<file path="config.mk">
export PLATFORM = sky130hd
export DESIGN_NAME = load_store_unit
export DESIGN_NICKNAME = d
export VERILOG_FILES = /design/src/rtl/lsu_pkg.sv /design/src/rtl/lsu_byte_lane.sv /design/src/rtl/load_store_unit.sv
export SDC_FILE = /design/constraint.sdc
export NUM_CORES = 1
export LEC_CHECK = 0
export ABC_AREA = 1
export CAP_MARGIN = 0
export CELL_PAD_IN_SITES_DETAIL_PLACEMENT = 1
export CELL_PAD_IN_SITES_GLOBAL_PLACEMENT = 1
export CORE_MARGIN = 4
export CORE_UTILIZATION = 25
export CTS_BUF_LIST = sky130_fd_sc_hd__clkbuf_4
export CTS_CLUSTER_DIAMETER = 150
export CTS_CLUSTER_SIZE = 28
export DETAILED_ROUTE_END_ITERATION = 7
export PLACE_DENSITY = 0.7
export SLEW_MARGIN = 20
export SYNTH_ARGS = -nofsm -noshare
export SYNTH_HDL_FRONTEND = slang
export SYNTH_SLANG_ARGS = --single-unit
</file>
<file path="constraint.sdc">
create_clock -name clk -period 2 [get_ports clk]
set_input_delay 0.2 -clock clk [delete_from_list [all_inputs] [get_ports clk]]
set_output_delay 0.2 -clock clk [all_outputs]
set_load 0.01 [all_outputs]
</file>
<file path="src/rtl/lsu_pkg.sv">
// Shared definitions for the load/store unit: default widths, state encoding
// and byte-lane select values.
package lsu_pkg;
    localparam int ADDR_W_DEF = 16;
    localparam int DATA_W_DEF = 16;
    localparam int RD_W_DEF   = 4;

    localparam logic [2:0] ST_IDLE    = 3'd0;
    localparam logic [2:0] ST_RD      = 3'd1;
    localparam logic [2:0] ST_RD_WAIT = 3'd2;
    localparam logic [2:0] ST_WR      = 3'd3;
    localparam logic [2:0] ST_RESP    = 3'd4;

    typedef enum logic [2:0] {
        S_IDLE    = ST_IDLE,
        S_RD      = ST_RD,
        S_RD_WAIT = ST_RD_WAIT,
        S_WR      = ST_WR,
        S_RESP    = ST_RESP
    } lsu_state_t;

    localparam logic LANE_LO = 1'b0;
    localparam logic LANE_HI = 1'b1;
endpackage

</file>
<file path="src/rtl/lsu_byte_lane.sv">
// Byte-lane datapath: extracts and extends a loaded byte, and merges a store
// byte into the word read back from memory. Little-endian lanes, 16-bit words.
module lsu_byte_lane
    import lsu_pkg::*;
(
    input  logic        is_byte,
    input  logic        is_signed,
    input  logic        addr0,
    input  logic [15:0] word,
    input  logic [7:0]  wbyte,
    output logic [15:0] ext_data,
    output logic [15:0] merged
);
    logic [7:0] lane;

    always_comb begin
        lane = (addr0 == LANE_HI) ? word[15:8] : word[7:0];
        if (is_byte)
            ext_data = {{8{is_signed & lane[7]}}, lane};
        else
            ext_data = word;
        merged = (addr0 == LANE_HI) ? {wbyte, word[7:0]} : {word[15:8], wbyte};
    end
endmodule

</file>
<file path="src/rtl/load_store_unit.sv">
// Load/store initiator for a single-port, word-addressed data memory with a
// one-cycle registered read. Byte stores are done as read-modify-write.
module load_store_unit
    import lsu_pkg::*;
#(
    parameter int   ADDR_W     = ADDR_W_DEF,
    parameter int   DATA_W     = DATA_W_DEF,
    parameter int   RD_W       = RD_W_DEF,
    parameter logic BYTE_ST_EN = 1'b1
) (
    input  logic              clk,
    input  logic              rst_n,
    input  logic              req_valid,
    output logic              req_ready,
    input  logic              req_we,
    input  logic              req_byte,
    input  logic              req_signed,
    input  logic [ADDR_W-1:0] req_addr,
    input  logic [DATA_W-1:0] req_wdata,
    input  logic [RD_W-1:0]   req_rd,
    output logic              rsp_valid,
    input  logic              rsp_ready,
    output logic [DATA_W-1:0] rsp_data,
    output logic [RD_W-1:0]   rsp_rd,
    output logic              rsp_load,
    output logic              rsp_err,
    output logic              mem_rd,
    output logic              mem_wr,
    output logic [ADDR_W-1:0] mem_addr,
    output logic [DATA_W-1:0] mem_wdata,
    input  logic [DATA_W-1:0] mem_rdata
);
    lsu_state_t        state;
    logic              we_q;
    logic              byte_q;
    logic              signed_q;
    logic [ADDR_W-1:0] addr_q;
    logic [RD_W-1:0]   rd_q;
    logic [DATA_W-1:0] wbuf;
    logic [DATA_W-1:0] ext_data;
    logic [DATA_W-1:0] merged;
    logic              bad_req;

    lsu_byte_lane u_lane (
        .is_byte   (byte_q),
        .is_signed (signed_q),
        .addr0     (addr_q[0]),
        .word      (mem_rdata),
        .wbyte     (wbuf[7:0]),
        .ext_data  (ext_data),
        .merged    (merged)
    );

    assign mem_addr  = {addr_q[ADDR_W-1:1], 1'b0};
    assign mem_wdata = wbuf;
    // Misaligned word access, or a byte store while RMW is disabled.
    assign bad_req   = (~req_byte & req_addr[0]) | (req_we & req_byte & ~BYTE_ST_EN);

    always_ff @(posedge clk or negedge rst_n) begin
        if (!rst_n) begin
            state     <= S_IDLE;
            req_ready <= 1'b0;
            mem_rd    <= 1'b0;
            mem_wr    <= 1'b0;
            rsp_valid <= 1'b0;
            rsp_data  <= '0;
            rsp_rd    <= '0;
            rsp_load  <= 1'b0;
            rsp_err   <= 1'b0;
            we_q      <= 1'b0;
            byte_q    <= 1'b0;
            signed_q  <= 1'b0;
            addr_q    <= '0;
            rd_q      <= '0;
            wbuf      <= '0;
        end else begin
            case (state)
                S_IDLE: begin
                    req_ready <= 1'b1;
                    if (req_valid && req_ready) begin
                        req_ready <= 1'b0;
                        we_q      <= req_we;
                        byte_q    <= req_byte;
                        signed_q  <= req_signed;
                        addr_q    <= req_addr;
                        rd_q      <= req_rd;
                        wbuf      <= req_wdata;
                        if (bad_req) begin
                            state     <= S_RESP;
                            rsp_valid <= 1'b1;
                            rsp_err   <= 1'b1;
                            rsp_load  <= ~req_we;
                            rsp_rd    <= req_rd;
                            rsp_data  <= '0;
                        end else if (!req_we || req_byte) begin
                            state  <= S_RD;
                            mem_rd <= 1'b1;
                        end else begin
                            state  <= S_WR;
                            mem_wr <= 1'b1;
                        end
                    end
                end
                S_RD: begin
                    mem_rd <= 1'b0;
                    state  <= S_RD_WAIT;
                end
                S_RD_WAIT: begin
                    if (we_q) begin
                        wbuf   <= merged;
                        mem_wr <= 1'b1;
                        state  <= S_WR;
                    end else begin
                        rsp_valid <= 1'b1;
                        rsp_data  <= ext_data;
                        rsp_rd    <= rd_q;
                        rsp_load  <= 1'b1;
                        rsp_err   <= 1'b0;
                        state     <= S_RESP;
                    end
                end
                S_WR: begin
                    mem_wr    <= 1'b0;
                    rsp_valid <= 1'b1;
                    rsp_data  <= '0;
                    rsp_rd    <= rd_q;
                    rsp_load  <= 1'b0;
                    rsp_err   <= 1'b0;
                    state     <= S_RESP;
                end
                S_RESP: begin
                    if (rsp_ready) begin
                        rsp_valid <= 1'b0;
                        rsp_data  <= '0;
                        rsp_rd    <= '0;
                        rsp_load  <= 1'b0;
                        rsp_err   <= 1'b0;
                        req_ready <= 1'b1;
                        state     <= S_IDLE;
                    end
                end
                default: state <= S_IDLE;
            endcase
        end
    end
endmodule

</file>
==> qor.yml <==
synthesis:
  synth_area_per_cell_um2: 7.853
  syn_inst: 438
  syn_area_mm2: 0.003440
  synth_top_area_cell: "dfrtp_1"
  ys_ff_latch: 68
  yosysTopAreaCellShare: 0.4947
  synth.distinct_cells: 28
  synth-async-reset-ratio: 1.000
  synth_area_leaders: "dfrtp_1 49%, nand2_1 16%, nand3_1 10%"
  ys_seq_area_frac: 0.4947
  ys.flop_type: "dfrtp_1"
  synth.most_common_cell: "nand2_1"
  syn_nets: 497
  yosysWarnings: 0
  synth_commonest_cells: "144 x nand2_1, 70 x nand3_1, 68 x dfrtp_1, 55 x nor2_1, 17 x nand2_2"
  synth_edf_count: 0
setup_path:
  worstRegToRegCells: 6
  cp_num_cells: 6
  critPathLaunchType: "flip-flop"
  r2r-end: "mem_wdata[5]"
  worstPathArrival_ps: 2140
  r2r_slack_ps: 190
  slowest_delay_ps: 440
  crit_path_max_fanout: 17
  critPathTopFamily: "simple AND/OR/NAND/NOR gates"
  critical_path.endpoint: "mem_wdata[5]"
  cp_num_buf_inv: 1
  path_class: "reg2reg"
  worst-endpoint-required_ps: 2330
  crit_chain: "inv_2 -> nand3_4 -> o21ai_2 -> nand2_2 -> nand2_1 -> nand2_1"
  critPathLaunch: "state[2]"
  crit_top_cell: "nand2_1"
  slowest_stage: "dfrtp_1"
  regToRegStartpoint: "state[2]"
  end_kind: "flip-flop"
die:
  chipWidth_um: 125.3
  die_y_um: 125.3
  die_area_mm2: 0.01570
  core_mm2: 0.01335
  initial_core_util: 0.2577
  num_rows: 42
  num_io_pins: 117
power:
  p_total_w: 0.007578
  ir_worst_vdd_uv: 600.3
  power_leakage_nw: 2.346
  power_density_mw_per_mm2: 1559
cts:
  cts_tree: "built"
  clk_path_buf_depth: 2
  numCtsBuffers: 9
  insertion_delay_ps: 440
  hold_buffers: 1
  numClockSinks: 68
  cts_max_level: 3
  post_cts_buffers: 0
  root_buffer: "clkbuf_4"
  clk_pin_slew_worst_paths_ps: 120
  cts_resized: 0
place:
  dp.final_hpwl_mm: 8.681
  io_buffer_count: 115
  gp_congestion: 0.8456
timing:
  skew_ps: 6.459
  drv_slew: 0
  period_minus_slack_ps: 1812
  fmax_mhz: 551.9
  setup_viol: 0
  rsz0062_at_grt: "no"
  finalCritPeriodShare: 0.9060
  setup_tns_ps: 0
  hold_viol: 0
job:
  max-cap-violations: 0
final_layout:
  drive_gt1_frac: 0.09498
  finalNetCount: 612
  area_delta_synth_final_pct: 41.32
  n_antenna_cell: 0
drt:
  ant_nets: 0
  drt_iter0_drc: 210
  drc: 0
  wl_per_cell_um: 15.75
  drt-pass1-iter-count: 4
  vias: 3432
  viasPerCell: 4.676
  drt_wl_total_mm: 11.56
hold_path:
  hp-class: "in2reg"
  holdCritStartpoint: "req_addr[15]"
grt:
  grt_pass1_wl_mm: 19.02
  antenna_found_initial: 0
  grt_pass1_vias: 3739
  grt_usage: 0.1511
  grt_max_degree: 69
  grt-ovfl-total: 0
status:
  status: "complete, no violations"
-- flip-flops by register name, indices dropped and copies added (netlist names) --
signal,flops
addr_q,16
rsp_err,1
we_q,1
rd_q,4
rsp_load,1
byte_q,1
signed_q,1
mem_rd,1
rsp_data,16
rsp_rd,4
req_ready,1
state,3
mem_wdata,16
mem_wr,1
rsp_valid,1
-- layout make-up --
| class | instances | area, µm² |
|---|---|---|
| inverters | 14 | 52.55 |
| clock buffers | 9 | 67.56 |
| repair buffers | 128 | 1259 |
| flip-flops and latches | 68 | 1702 |
| clock inverters | 7 | 33.78 |
| well taps | 176 | 220.2 |
| multi-input cells | 332 | 1526 |
| fillers | 1640 | 8487 |
-- kinds of logic after synthesis --
| logic type | Yosys count | share of synthesized area |
|---|---|---|
| other | 1 | 0.001090 |
| and+or+nand+nor | 302 | 0.3914 |
| AOI/OAI and AO/OA | 29 | 0.05129 |
| DFF | 68 | 0.4947 |
| buffers and inverters | 38 | 0.06147 |
-- worst min path at each step --
| stage | endpoint | cells past startpoint |
|---|---|---|
| finish | addr_q[15] | 3 |
| CTS | addr_q[11] | 3 |
| floorplan | addr_q[0] | 0 |
| global placement | mem_wdata[10] | 2 |
| global route | addr_q[15] | 3 |
| detailed placement | mem_wdata[11] | 2 |
-- cell usage in the layout (no fill, tap or decap), types with 8 or more instances in the layout --
master / n
clkdlybuf4s50_1: 114
nand3_1: 70
nor3_1: 8
nor2_1: 55
o211ai_1: 9
nand2_1: 144
o21ai_0: 12
nand2_2: 17
buf_4: 11
clkbuf_4: 9
dfrtp_1: 68
inv_1: 11
-- per-stage QoR --
| stage | cell area (µm²) | util | hold WS (ps) | setup slack [ps] | std cells |
|---|---|---|---|---|---|
| after detailed placement | 4750 | 0.3558 | 267.8 | 207.8 | 717 |
| final | 4861 | 0.3642 | 306.1 | 188.1 | 734 |
| after floorplan | 3440 | - | -95.59 | 622.5 | 438 |
| after CTS | 4861 | 0.3642 | 256.7 | 178.8 | 734 |
| after global routing | 4861 | 0.3642 | 262.2 | 16.74 | 734 |
| after global placement | 4750 | 0.3558 | 258.1 | 224.3 | 717 |
-- tightest hold or removal path: cells and delay by family --
family	cells	cell delay [ps]
and+or+nand+nor	2	130
buffers and inverters	1	400
-- power by group --
| part | switching (W) | total (W) | internal [W] | leakage, nW |
|---|---|---|---|---|
| Combinational | 0.00250 | 0.00434 | 0.00183 | 1.43 |
| Sequential | 0.000475 | 0.00249 | 0.00201 | 0.863 |
| Clock | 0.000520 | 0.000756 | 0.000236 | 0.0580 |
| Total | 0.00350 | 0.00758 | 0.00408 | 2.35 |
-- routing by layer --
layer,share of wire,global-route usage,vias up
met1,0.45,0.1806,1650
met3,0.087,0.07335,18
met4,0.019,0.04145,0
met5,0,0,-
li1,-,-,1645
met2,0.45,0.2436,119
Note: power is estimated with default switching activity, not from simulation.
